$ cat src/rtl/piezo_tone_sequencer_if.sv
// Request/tone bundle between the keypad/readback logic and the piezo tone sequencer.
// The requester drives start/key requests; the sequencer returns tone enables and status.
interface piezo_tone_sequencer_if #(
    parameter int NUM_DIGITS = 4
);
    logic                    start;
    logic [4*NUM_DIGITS-1:0] digits;
    logic                    key_valid;
    logic [3:0]              key_digit;
    logic [9:0]              tone_en;
    logic                    busy;
    logic                    done;

    modport master (
        output start, digits, key_valid, key_digit,
        input  tone_en, busy, done
    );

    modport slave (
        input  start, digits, key_valid, key_digit,
        output tone_en, busy, done
    );
endinterface

$ cat src/rtl/piezo_tone_sequencer.sv
// Plays a latched BCD string as timed notes with gaps, or a single key-click beep,
// onto a one-hot ten-tone piezo enable bus.
module piezo_tone_sequencer #(
    parameter int NOTE_CYCLES = 12500000,
    parameter int GAP_CYCLES  = 2500000,
    parameter int NUM_DIGITS  = 4
) (
    input  logic                        clk,
    input  logic                        rst,
    piezo_tone_sequencer_if.slave       bus
);
    localparam int MAX_CYCLES = (NOTE_CYCLES > GAP_CYCLES) ? NOTE_CYCLES : GAP_CYCLES;
    localparam int CNT_W      = (MAX_CYCLES > 1) ? $clog2(MAX_CYCLES) : 1;
    localparam int IDX_W      = (NUM_DIGITS > 1) ? $clog2(NUM_DIGITS) : 1;
    localparam int DIG_W      = 4 * NUM_DIGITS;

    localparam logic [CNT_W-1:0] NOTE_LAST = CNT_W'(NOTE_CYCLES - 1);
    localparam logic [CNT_W-1:0] GAP_LAST  = CNT_W'(GAP_CYCLES - 1);
    localparam logic [IDX_W-1:0] IDX_LAST  = IDX_W'(NUM_DIGITS - 1);

    typedef enum logic [1:0] {
        ST_IDLE = 2'd0,
        ST_KEY  = 2'd1,
        ST_NOTE = 2'd2,
        ST_GAP  = 2'd3
    } state_e;

    state_e             state_q,   state_d;
    logic [CNT_W-1:0]   cnt_q,     cnt_d;
    logic [IDX_W-1:0]   idx_q,     idx_d;
    logic [DIG_W-1:0]   digits_q,  digits_d;
    logic [3:0]         key_q,     key_d;
    logic [9:0]         tone_en_q, tone_en_d;
    logic               busy_q,    busy_d;
    logic               done_q,    done_d;

    // Values 10..15 are rests: silent slot, same timing as a note.
    function automatic logic [9:0] tone_map(input logic [3:0] v);
        logic [9:0] t;
        if (v < 4'd10) begin
            t = 10'd1 << v;
        end else begin
            t = 10'd0;
        end
        return t;
    endfunction

    // Index 0 selects the most-significant nibble.
    function automatic logic [3:0] nibble_at(input logic [DIG_W-1:0] d, input logic [IDX_W-1:0] i);
        logic [DIG_W-1:0] s;
        s = d << {i, 2'b00};
        return s[DIG_W-1 -: 4];
    endfunction

    // State register and sequencing datapath.
    always_ff @(posedge clk or negedge rst) begin
        if (!rst) begin
            state_q  <= ST_IDLE;
            cnt_q    <= {CNT_W{1'b0}};
            idx_q    <= {IDX_W{1'b0}};
            digits_q <= {DIG_W{1'b0}};
            key_q    <= 4'd0;
        end else begin
            state_q  <= state_d;
            cnt_q    <= cnt_d;
            idx_q    <= idx_d;
            digits_q <= digits_d;
            key_q    <= key_d;
        end
    end

    // Next-state logic: requests are only looked at in IDLE, start beats key_valid.
    always_comb begin
        state_d  = state_q;
        cnt_d    = cnt_q;
        idx_d    = idx_q;
        digits_d = digits_q;
        key_d    = key_q;
        case (state_q)
            ST_IDLE: begin
                if (bus.start) begin
                    state_d  = ST_NOTE;
                    digits_d = bus.digits;
                    idx_d    = {IDX_W{1'b0}};
                    cnt_d    = {CNT_W{1'b0}};
                end else if (bus.key_valid) begin
                    state_d = ST_KEY;
                    key_d   = bus.key_digit;
                    cnt_d   = {CNT_W{1'b0}};
                end else begin
                    state_d = ST_IDLE;
                end
            end
            ST_KEY: begin
                if (cnt_q == NOTE_LAST) begin
                    state_d = ST_IDLE;
                    cnt_d   = {CNT_W{1'b0}};
                end else begin
                    cnt_d = cnt_q + 1'b1;
                end
            end
            ST_NOTE: begin
                if (cnt_q == NOTE_LAST) begin
                    state_d = ST_GAP;
                    cnt_d   = {CNT_W{1'b0}};
                end else begin
                    cnt_d = cnt_q + 1'b1;
                end
            end
            ST_GAP: begin
                if (cnt_q == GAP_LAST) begin
                    cnt_d = {CNT_W{1'b0}};
                    if (idx_q == IDX_LAST) begin
                        state_d = ST_IDLE;
                    end else begin
                        state_d = ST_NOTE;
                        idx_d   = idx_q + 1'b1;
                    end
                end else begin
                    cnt_d = cnt_q + 1'b1;
                end
            end
            default: begin
                state_d = ST_IDLE;
                cnt_d   = {CNT_W{1'b0}};
                idx_d   = {IDX_W{1'b0}};
            end
        endcase
    end

    // Output decode from the upcoming state so the registered outputs line up with it.
    always_comb begin
        tone_en_d = 10'd0;
        busy_d    = 1'b0;
        done_d    = 1'b0;
        case (state_d)
            ST_NOTE: begin
                tone_en_d = tone_map(nibble_at(digits_d, idx_d));
                busy_d    = 1'b1;
            end
            ST_KEY: begin
                tone_en_d = tone_map(key_d);
                busy_d    = 1'b1;
            end
            ST_GAP: begin
                busy_d = 1'b1;
            end
            ST_IDLE: begin
                done_d = (state_q == ST_GAP);
            end
            default: begin
                tone_en_d = 10'd0;
            end
        endcase
    end

    // Output registers.
    always_ff @(posedge clk or negedge rst) begin
        if (!rst) begin
            tone_en_q <= 10'd0;
            busy_q    <= 1'b0;
            done_q    <= 1'b0;
        end else begin
            tone_en_q <= tone_en_d;
            busy_q    <= busy_d;
            done_q    <= done_d;
        end
    end

    assign bus.tone_en = tone_en_q;
    assign bus.busy    = busy_q;
    assign bus.done    = done_q;
endmodule

$ cat src/flat_wrapper.sv
// flat-port wrapper written by rule: the top's interface ports become plain ports
module piezo_tone_sequencer_flat 
#(
    parameter int NOTE_CYCLES = 12500000,
    parameter int GAP_CYCLES  = 2500000,
    parameter int NUM_DIGITS  = 4
)
  (clk, rst, bus_start, bus_digits, bus_key_valid, bus_key_digit, bus_tone_en, bus_busy, bus_done);
  piezo_tone_sequencer_if #(.NUM_DIGITS(NUM_DIGITS)) bus_i ();
  input  logic clk;
  input  logic rst;
  input wire logic [$bits(bus_i.start)-1:0] bus_start;
  input wire logic [$bits(bus_i.digits)-1:0] bus_digits;
  input wire logic [$bits(bus_i.key_valid)-1:0] bus_key_valid;
  input wire logic [$bits(bus_i.key_digit)-1:0] bus_key_digit;
  output wire logic [$bits(bus_i.tone_en)-1:0] bus_tone_en;
  output wire logic [$bits(bus_i.busy)-1:0] bus_busy;
  output wire logic [$bits(bus_i.done)-1:0] bus_done;
  assign bus_i.start = bus_start;
  assign bus_i.digits = bus_digits;
  assign bus_i.key_valid = bus_key_valid;
  assign bus_i.key_digit = bus_key_digit;
  assign bus_tone_en = bus_i.tone_en;
  assign bus_busy = bus_i.busy;
  assign bus_done = bus_i.done;
  piezo_tone_sequencer #(.NOTE_CYCLES(NOTE_CYCLES), .GAP_CYCLES(GAP_CYCLES), .NUM_DIGITS(NUM_DIGITS)) u_core (.clk(clk), .rst(rst), .bus(bus_i));
endmodule
$ cat config.mk
export PLATFORM = sky130hd
export DESIGN_NAME = piezo_tone_sequencer_flat
export DESIGN_NICKNAME = d
export VERILOG_FILES = /design/src/rtl/piezo_tone_sequencer_if.sv /design/src/rtl/piezo_tone_sequencer.sv /design/src/flat_wrapper.sv
export SDC_FILE = /design/constraint.sdc
export NUM_CORES = 1
export LEC_CHECK = 0
export CELL_PAD_IN_SITES_DETAIL_PLACEMENT = 2
export CELL_PAD_IN_SITES_GLOBAL_PLACEMENT = 2
export CORE_MARGIN = 1.5
export CORE_UTILIZATION = 36
export DETAILED_ROUTE_END_ITERATION = 10
export HOLD_SLACK_MARGIN = 0.12
export PLACE_DENSITY = 0.88
export SYNTH_ARGS = -nofsm -noshare
export SYNTH_HDL_FRONTEND = slang
export SYNTH_SLANG_ARGS = --single-unit
$ cat constraint.sdc
create_clock -name clk -period 3.3 [get_ports clk]
set_input_delay 0.495 -clock clk [delete_from_list [all_inputs] [get_ports clk]]
set_output_delay 0.495 -clock clk [all_outputs]
set_load 0.01 [all_outputs]
After elaboration in Yosys (flattened, before gate mapping)
Index checks and enable logic that the tools add are counted.
{"block": "totals", "register_bits": 60, "in_bits": 24, "elab_cells": 55}
{"block": "classes", "add_sub_neg": 2, "magnitude_cmp": 2, "eq_ne": 10, "shifts": 3, "mux": 26, "reduce_logical": 4}
{"op": "24-bit 2-to-1 mux", "n": 4}
{"op": "24-bit one-hot mux with 3 select lines", "n": 1}
{"op": "16-bit 2-to-1 mux", "n": 2}
{"op": "24-bit by 1-bit adder with 24-bit output, second input constant", "n": 1}
{"op": "24-bit by 22-bit == test with 1-bit output, second input constant", "n": 1}
{"op": "24-bit == test, second input constant", "n": 1}
{"op": "10-bit 2-to-1 mux", "n": 2}
{"op": "10-bit one-hot mux with 2 select lines", "n": 1}
{"op": "1-bit by 4-bit << shifter with 10-bit output, first input constant", "n": 2}
{"op": "2-bit 2-to-1 mux", "n": 8}
{"op": "16-bit by 4-bit << shifter with 16-bit output", "n": 1}
{"op": "4-bit 2-to-1 mux", "n": 3}
{"op": "2-bit == test, second input constant", "n": 5}
{"op": "4-bit less-than comparator, second input constant", "n": 2}
{"op": "2-bit one-hot mux with 4 select lines", "n": 1}
{"op": "2-bit by 1-bit == test with 1-bit output, second input constant", "n": 2}
{"op": "2-bit logical NOT", "n": 2}
{"op": "2-bit one-hot mux with 2 select lines", "n": 1}
{"op": "1-bit 2-to-1 mux", "n": 3}
{"op": "3-bit != test, second input constant", "n": 1}
{"op": "3-bit OR reduction", "n": 1}
{"op": "2-bit by 1-bit adder with 2-bit output, second input constant", "n": 1}
{"op": "2-bit OR reduction", "n": 1}

Logic depth before layout (Yosys ltp)
Gate-level depths: netlist of run 1.
{"block": "depth", "word_depth": 8, "depth_mapped": 14, "mapped_depth_nobuf": 13}

Least setup slack after synthesis of run 1
Ideal clock, no wire load.
{"block": "synth_timing", "path_type": "register to register", "start": "register u_core.cnt_q[0]", "end": "register u_core.tone_en_q[9] (netlist: u_core.bus.tone_en[9])", "t_arrival_ps": 2382, "required_ps": 3166, "slack_ps": 784, "path_stages_with_launch": 13, "period_less_slack_ps": 2516, "path_cell_list": "dfrtp_1 ha_1 and3_1 and3_1 buf_4 a31oi_1 a21o_1 nand2_1 a31o_2 ha_1 and2_1 nand3_1 o22ai_1"}
{"block": "synth_between", "elab_chain_len": 7}
{"element": "from (decl)", "line": "piezo_tone_sequencer.sv:29", "text": "logic [CNT_W-1:0] cnt_q, cnt_d;"}
{"element": "from (signal assigned)", "line": "piezo_tone_sequencer.sv:59", "text": "cnt_q <= {CNT_W{1'b0}};"}
{"element": "from (signal assigned)", "line": "piezo_tone_sequencer.sv:65", "text": "cnt_q <= cnt_d;"}
{"element": "24-bit by 22-bit == test with 1-bit output", "line": "piezo_tone_sequencer.sv:111", "text": "if (cnt_q == GAP_LAST) begin"}
{"element": "2-bit 2-to-1 mux", "line": "piezo_tone_sequencer.sv:111"}
{"element": "2-bit one-hot mux with 2 select lines", "line": "piezo_tone_sequencer.sv:79", "text": "case (state_q)"}
{"element": "16-bit by 4-bit << shifter with 16-bit output", "line": "piezo_tone_sequencer.sv:51", "text": "s = d << {i, 2'b00};"}
{"element": "4-bit less-than comparator or 1-bit by 4-bit << shifter with 10-bit output (tied branches)", "line": "piezo_tone_sequencer.sv:40, piezo_tone_sequencer.sv:41"}
{"element": "10-bit 2-to-1 mux", "line": "piezo_tone_sequencer.sv:40", "text": "if (v < 4'd10) begin"}
{"element": "10-bit one-hot mux with 2 select lines (*)", "line": "piezo_tone_sequencer.sv:136", "text": "case (state_d)"}
{"element": "named net u_core.tone_en_d[9]", "line": "piezo_tone_sequencer.sv:33", "text": "logic [9:0] tone_en_q, tone_en_d;"}
{"element": "to (signal assigned)", "line": "piezo_tone_sequencer.sv:164", "text": "tone_en_q <= tone_en_d;"}
{"element": "to (decl)", "line": "piezo_tone_sequencer.sv:33"}
The timed path passes the listed nets; every way through them passes the cells marked *.
A chain may end at the register's enable or synchronous reset.

Final worst setup path of run 1
{"block": "layout_timing", "start": "register u_core.cnt_q[0]", "end": "register u_core.tone_en_q[1] (netlist: u_core.bus.tone_en[1])"}
Same word-level chain as after synthesis.

==> results of run 1 <==
==> per-layer routing <==
metal	track usage [%]	routed length, µm
met1	24.4	3970
met2	41.6	5570
met3	4.85	309
met4	6.50	206
met5	0	0
==> registers in the layout, indices dropped and copies added (netlist names) <==
| name | cells |
|---|---|
| u_core.bus.busy | 1 |
| u_core.bus.done | 1 |
| u_core.bus.tone_en | 10 |
| u_core.cnt_q | 24 |
| u_core.digits_q | 16 |
| u_core.idx_q | 2 |
| u_core.key_q | 4 |
| u_core.state_q | 2 |
==> logic make-up after synthesis <==
group | Yosys count | synth area share [%]
AOI/OAI and AO/OA | 57 | 10.9
xor gates and xnor gates | 17 | 4.46
adders and majority gates | 9 | 3.38
buffers and inverters | 33 | 4.54
DFF | 60 | 45.0
muxes | 31 | 10.4
and+or+nand+nor | 124 | 21.3
==> stage by stage <==
stage / hold WS (ns) / cells / power [mW] / worst slack, ns
2_1_floorplan: 0.199 / 331 / 0.751 / 0.784
3_3_place_gp: 0.488 / 468 / 0.799 / 0.415
3_5_place_dp: 0.511 / 468 / 0.801 / 0.252
4_1_cts: 0.143 / 484 / 1.55 / 0.382
5_1_grt: 0.158 / 484 / 1.59 / 0.128
6_report: 0.135 / 484 / 1.54 / 0.395
==> final timing paths <==
kind / start / to / depth (start not counted)
hold / removal: rst / u_core.cnt_q[15] / 1
setup reg to reg: u_core.cnt_q[0] / u_core.bus.tone_en[1] / 11
hold reg to reg: u_core.digits_q[9] / u_core.digits_q[9] / 1
max in group asynchronous: rst / u_core.digits_q[11] / 2
setup / recovery: u_core.cnt_q[0] / u_core.bus.tone_en[1] / 11
min in group clk: u_core.digits_q[9] / u_core.digits_q[9] / 1
==> layout by cell type, fill, tap and decap left out, types with 3 or more instances in the layout <==
cell,synthesis,routed
mux2_2,12,12
nor3_1,9,9
and3_1,4,4
and2_1,3,3
buf_4,1,4
nand3_1,23,23
dfrtp_1,60,60
nand2_1,21,21
nor2_1,28,28
a31oi_1,4,4
clkdlybuf4s50_1,0,34
nor3b_1,8,8
clkbuf_8,0,10
o22ai_1,8,8
clkinv_2,0,3
ha_1,9,9
o21ai_0,14,14
a21oi_1,13,13
inv_1,22,22
xnor2_1,9,9
mux2i_1,16,16
xor2_1,8,8
o21bai_1,3,3
nand4_1,6,6
==> critical path, cell delays in order, from the launching register on <==
cell     delay [ns]
dfrtp_1        0.40
ha_1           0.25
and3_1         0.24
and3_1         0.23
a31oi_1        0.22
a21o_1         0.14
nand2_1        0.06
a31o_2         0.27
ha_1           0.44
and2_1         0.25
nand3_1        0.18
o22ai_1        0.15
==> cell type report <==
class                   instances  area [µm²]
repair buffers                 40         395
well taps                     108         135
clock inverters                 5        75.1
fillers                       933        4830
multi-input cells             238        1680
clock buffers                  11         141
inverters                      22        82.6
flip-flops and latches         60        1500
==> power by group <==
group          total, mW  internal, mW  switching, mW
clock              0.750         0.442          0.308
sequential         0.735         0.735              0
combinational     0.0508        0.0262         0.0247
==> impl_metrics.json, run 1 <==
{
  "cts_sinks": 60,
  "synthDominantCellAreaShare_pct": 45.0,
  "hp-class": "in -> async",
  "area_delta_synth_final_pct": 20.3,
  "post-route-cell-area_um2": 4010,
  "overflow": 0,
  "dr.first_iter.drc_count": 66,
  "syn_area_per_cell_um2": 10.1,
  "drive_gt1_share_pct": 12.8,
  "synth_top_cells_by_area": "dfrtp_1 45%, mux2i_1 4.8%, mux2_2 4.1%, nand3_1 3.5%, ha_1 3.4%",
  "post-route-util_pct": 45.4,
  "setup_tns_ns": 0,
  "syn_nets": 364,
  "row_count": 34,
  "fp.dieH_um": 99.3,
  "core-area_um2": 8850,
  "post-cts-setup-buffer-count": 0,
  "io_buffers": 35,
  "diodes": 0,
  "cts_tree": "built",
  "cts_made_buffers": 9,
  "slew_violations": 0,
  "gp_congestion": 0.830,
  "required_ns": 3.56,
  "cp-end-kind": "flop",
  "vias": 2696,
  "ios": 36,
  "cap_violations": 0,
  "post-route-period-util_pct": 88.0,
  "synth_warnings": 0,
  "cts_resized": 0,
  "wl_mm": 10.1,
  "die_area_um2": 9850,
  "leakage_nw": 1.77,
  "crit_path_start_kind": "flop",
  "synth_area_leader_cell": "dfrtp_1",
  "layout.nets": 404,
  "synth.distinct_cells": 53,
  "insertion_delay_ns": 0.35,
  "wl_per_cell_um": 20.8,
  "clk_pin_slew_ns": 0.07,
  "timing.slew.headroom_pct": 55.1,
  "worstSetupPathType": "reg -> reg",
  "outcome": "completed",
  "hpwlAfterDp_mm": 7.60,
  "dr.pass1.iters": 4,
  "ctsHoldBuffers": 0,
  "path_max_fanout": 7,
  "syn_inst": 331,
  "hold_viol_final": 0,
  "grt_setup_unrepaired": "false",
  "yosys-top-cells-count": "60 x dfrtp_1, 28 x nor2_1, 23 x nand3_1",
  "powerDensity_nw_per_um2": 383,
  "clockBufferDepth": 2,
  "htreeDepth": 3,
  "post-route-min-period_ns": 2.91,
  "synth_flop_cell": "dfrtp_1",
  "die_w_um": 99.3,
  "worst_pin_slew_ns": 0.673,
  "grt_pass1_wl_mm": 16.6,
  "yosysSeqAreaShare_pct": 45.0,
  "clock_skew_ns": 0.0139,
  "clock.fmax_mhz": 344,
  "initial_core_util_pct": 37.7,
  "synth.most_common_cell": "dfrtp_1",
  "rrSetupSlack_ns": 0.39,
  "drc": 0,
  "ys_ff_latch": 60,
  "critPathArrivalTime_ns": 3.16,
  "placedInstanceArea_um2": 3800,
  "ys_async_sr_fraction_pct": 100,
  "grt_pass1_vias": 3064,
  "via_per_inst": 5.57,
  "ant_nets": 0,
  "synth_area_um2": 3340,
  "root_buffer": "clkbuf_8",
  "peakVddDrop_mv": 0.194,
  "finalSetupViolations": 0,
  "antenna_found_initial": 0,
  "grt.total_usage_pct": 21.9,
  "synth_edf_count": 0,
  "grt_max_degree": 24
}
Power figures use the tool's default switching activity.
==> run 2, diff against run 1 <==
MAX_ROUTING_LAYER = met4   (was default)
==> run 2 against run 1 <==
Non-clock buffer count did not move. Combinational power barely moved. Die area is the same. Critical path type unchanged. Largest power group unchanged.
==> impl_metrics.json, run 2 (synthesis gave the netlist of run 1 again) <==
{
  "outcome": "completed",
  "worstSetupPathType": "reg -> reg",
  "antenna_found_initial": 0,
  "ff_latch_area_um2": 1500,
  "worst_pin_slew_ns": 0.665,
  "rr_worst_depth": 11,
  "initial_core_util_pct": 37.7,
  "hold_viol_final": 0,
  "grt_pass1_wl_mm": 16.5,
  "post-cts-setup-buffer-count": 0,
  "largest_reg_flops": 24,
  "peakVddDrop_mv": 0.195,
  "leakage_nw": 1.77,
  "clock_skew_ns": 0.0140,
  "cap_violations": 0,
  "fill_cells": 933,
  "cts_sinks": 60,
  "final_common_cell": "dfrtp_1",
  "post-route-min-period_ns": 2.92,
  "cts_resized": 0,
  "overflow": 0,
  "die_w_um": 99.3,
  "die_area_um2": 9850,
  "path_max_fanout": 7,
  "diodes": 0,
  "clock.fmax_mhz": 343,
  "critical_path_buf_inv_count": 0,
  "crit_path_start_kind": "flop",
  "wl_mm": 10.1,
  "layout.nets": 404,
  "setup_tns_ns": 0,
  "cp_cell_sequence": "ha_1, and3_1, and3_1, a31oi_1, a21o_1, nand2_1, a31o_2, ha_1, and2_1, nand3_1, o22ai_1",
  "slew_violations": 0,
  "critPathArrivalTime_ns": 3.18,
  "core-area_um2": 8850,
  "grt_pass1_vias": 3074,
  "finalNonFillerCells": 484,
  "cpMaxStageDelayCell": "ha_1",
  "finalSetupViolations": 0,
  "row_count": 34,
  "dr.first_iter.drc_count": 63,
  "max_stage_delay_ns": 0.44,
  "powerDensity_nw_per_um2": 383,
  "clockBufferDepth": 2,
  "root_buffer": "clkbuf_8",
  "insertion_delay_ns": 0.35,
  "htreeDepth": 3,
  "post-route-period-util_pct": 88.3,
  "dp.cells": 468,
  "cp-end-kind": "flop",
  "grt.total_usage_pct": 22.6,
  "fp.dieH_um": 99.3,
  "cp_top_family": "simple AND/OR/NAND/NOR gates",
  "hpwlAfterDp_mm": 7.60,
  "drc": 0,
  "dr.pass1.iters": 4,
  "cts_tree": "built",
  "io_buffers": 35,
  "ios": 36,
  "vias": 2693,
  "area_delta_synth_final_pct": 20.3,
  "via_per_inst": 5.56,
  "regMostFlops": "u_core.cnt_q",
  "final_cell_mix": "60 x dfrtp_1, 34 x clkdlybuf4s50_1, 28 x nor2_1",
  "grt_setup_unrepaired": "false",
  "drive_gt1_share_pct": 12.8,
  "required_ns": 3.56,
  "rrSetupSlack_ns": 0.38,
  "hp-class": "in -> async",
  "r2r-end": "u_core.bus.tone_en[1]",
  "timing.slew.headroom_pct": 55.7,
  "ctsHoldBuffers": 0,
  "wl_per_cell_um": 20.8,
  "grt_max_degree": 24,
  "multiInputGateArea_um2": 1680,
  "clk_pin_slew_ns": 0.07,
  "ant_nets": 0,
  "cts_made_buffers": 9,
  "gp_congestion": 0.842,
  "rr_startpoint": "u_core.cnt_q[0]"
}
## run 2: layer usage
layer  share of wire [%]  global-route usage [%]
met5                   0                       -
met1                  39                    24.3
met4                 2.6                    7.04
met2                  55                    41.3
met3                 2.9                    4.99
## run 2: worst max-delay path by stage
| stage | end | start | slack, ns | depth (start not counted) |
|---|---|---|---|---|
| finish | u_core.bus.tone_en[1] | u_core.cnt_q[0] | 0.38 | 11 |
| CTS | u_core.bus.tone_en[1] | u_core.cnt_q[0] | 0.38 | 11 |
| floorplan | u_core.bus.tone_en[9] | u_core.cnt_q[0] | 0.78 | 12 |
| global placement | u_core.bus.tone_en[6] | bus_start | 0.41 | 8 |
| detailed placement | u_core.bus.tone_en[9] | bus_start | 0.25 | 8 |
| global route | u_core.bus.tone_en[1] | u_core.cnt_q[20] | 0.13 | 10 |
## run 2: power breakdown
part | leakage, nW | switching, mW | internal, mW
clock | 0.113 | 0.310 | 0.442
sequential | 0.798 | 0 | 0.735
combinational | 0.862 | 0.0247 | 0.0262
total | 1.77 | 0.335 | 1.20
## run 2: final cells by class
| type | instances | share of cell area [%] |
|---|---|---|
| Clock buffer | 11 | 3.52 |
| Clock inverter | 5 | 1.87 |
| Sequential cell | 60 | 37.4 |
| Timing Repair Buffer | 40 | 9.85 |
| Inverter | 22 | 2.06 |
| Multi-Input combinational cell | 238 | 41.9 |
| Tap cell | 108 | 3.37 |
## run 2: stage by stage
step	hold WS (ns)	total power, mW	utilization (%)	worst slack [ns]	cell area, µm²
6_report	0.131	1.54	45.4	0.384	4010
5_1_grt	0.158	1.59	45.4	0.126	4010
4_1_cts	0.143	1.55	45.4	0.382	4010
3_5_place_dp	0.511	0.801	42.9	0.252	3800
3_3_place_gp	0.488	0.799	42.9	0.415	3800
2_1_floorplan	0.199	0.751	-	0.784	3340
==> run 3, diff against run 2 <==
MAX_ROUTING_LAYER = default   (was met4)
==> results of run 3 <==
The final DEF is identical to that of run 1; final timing and power are the same.
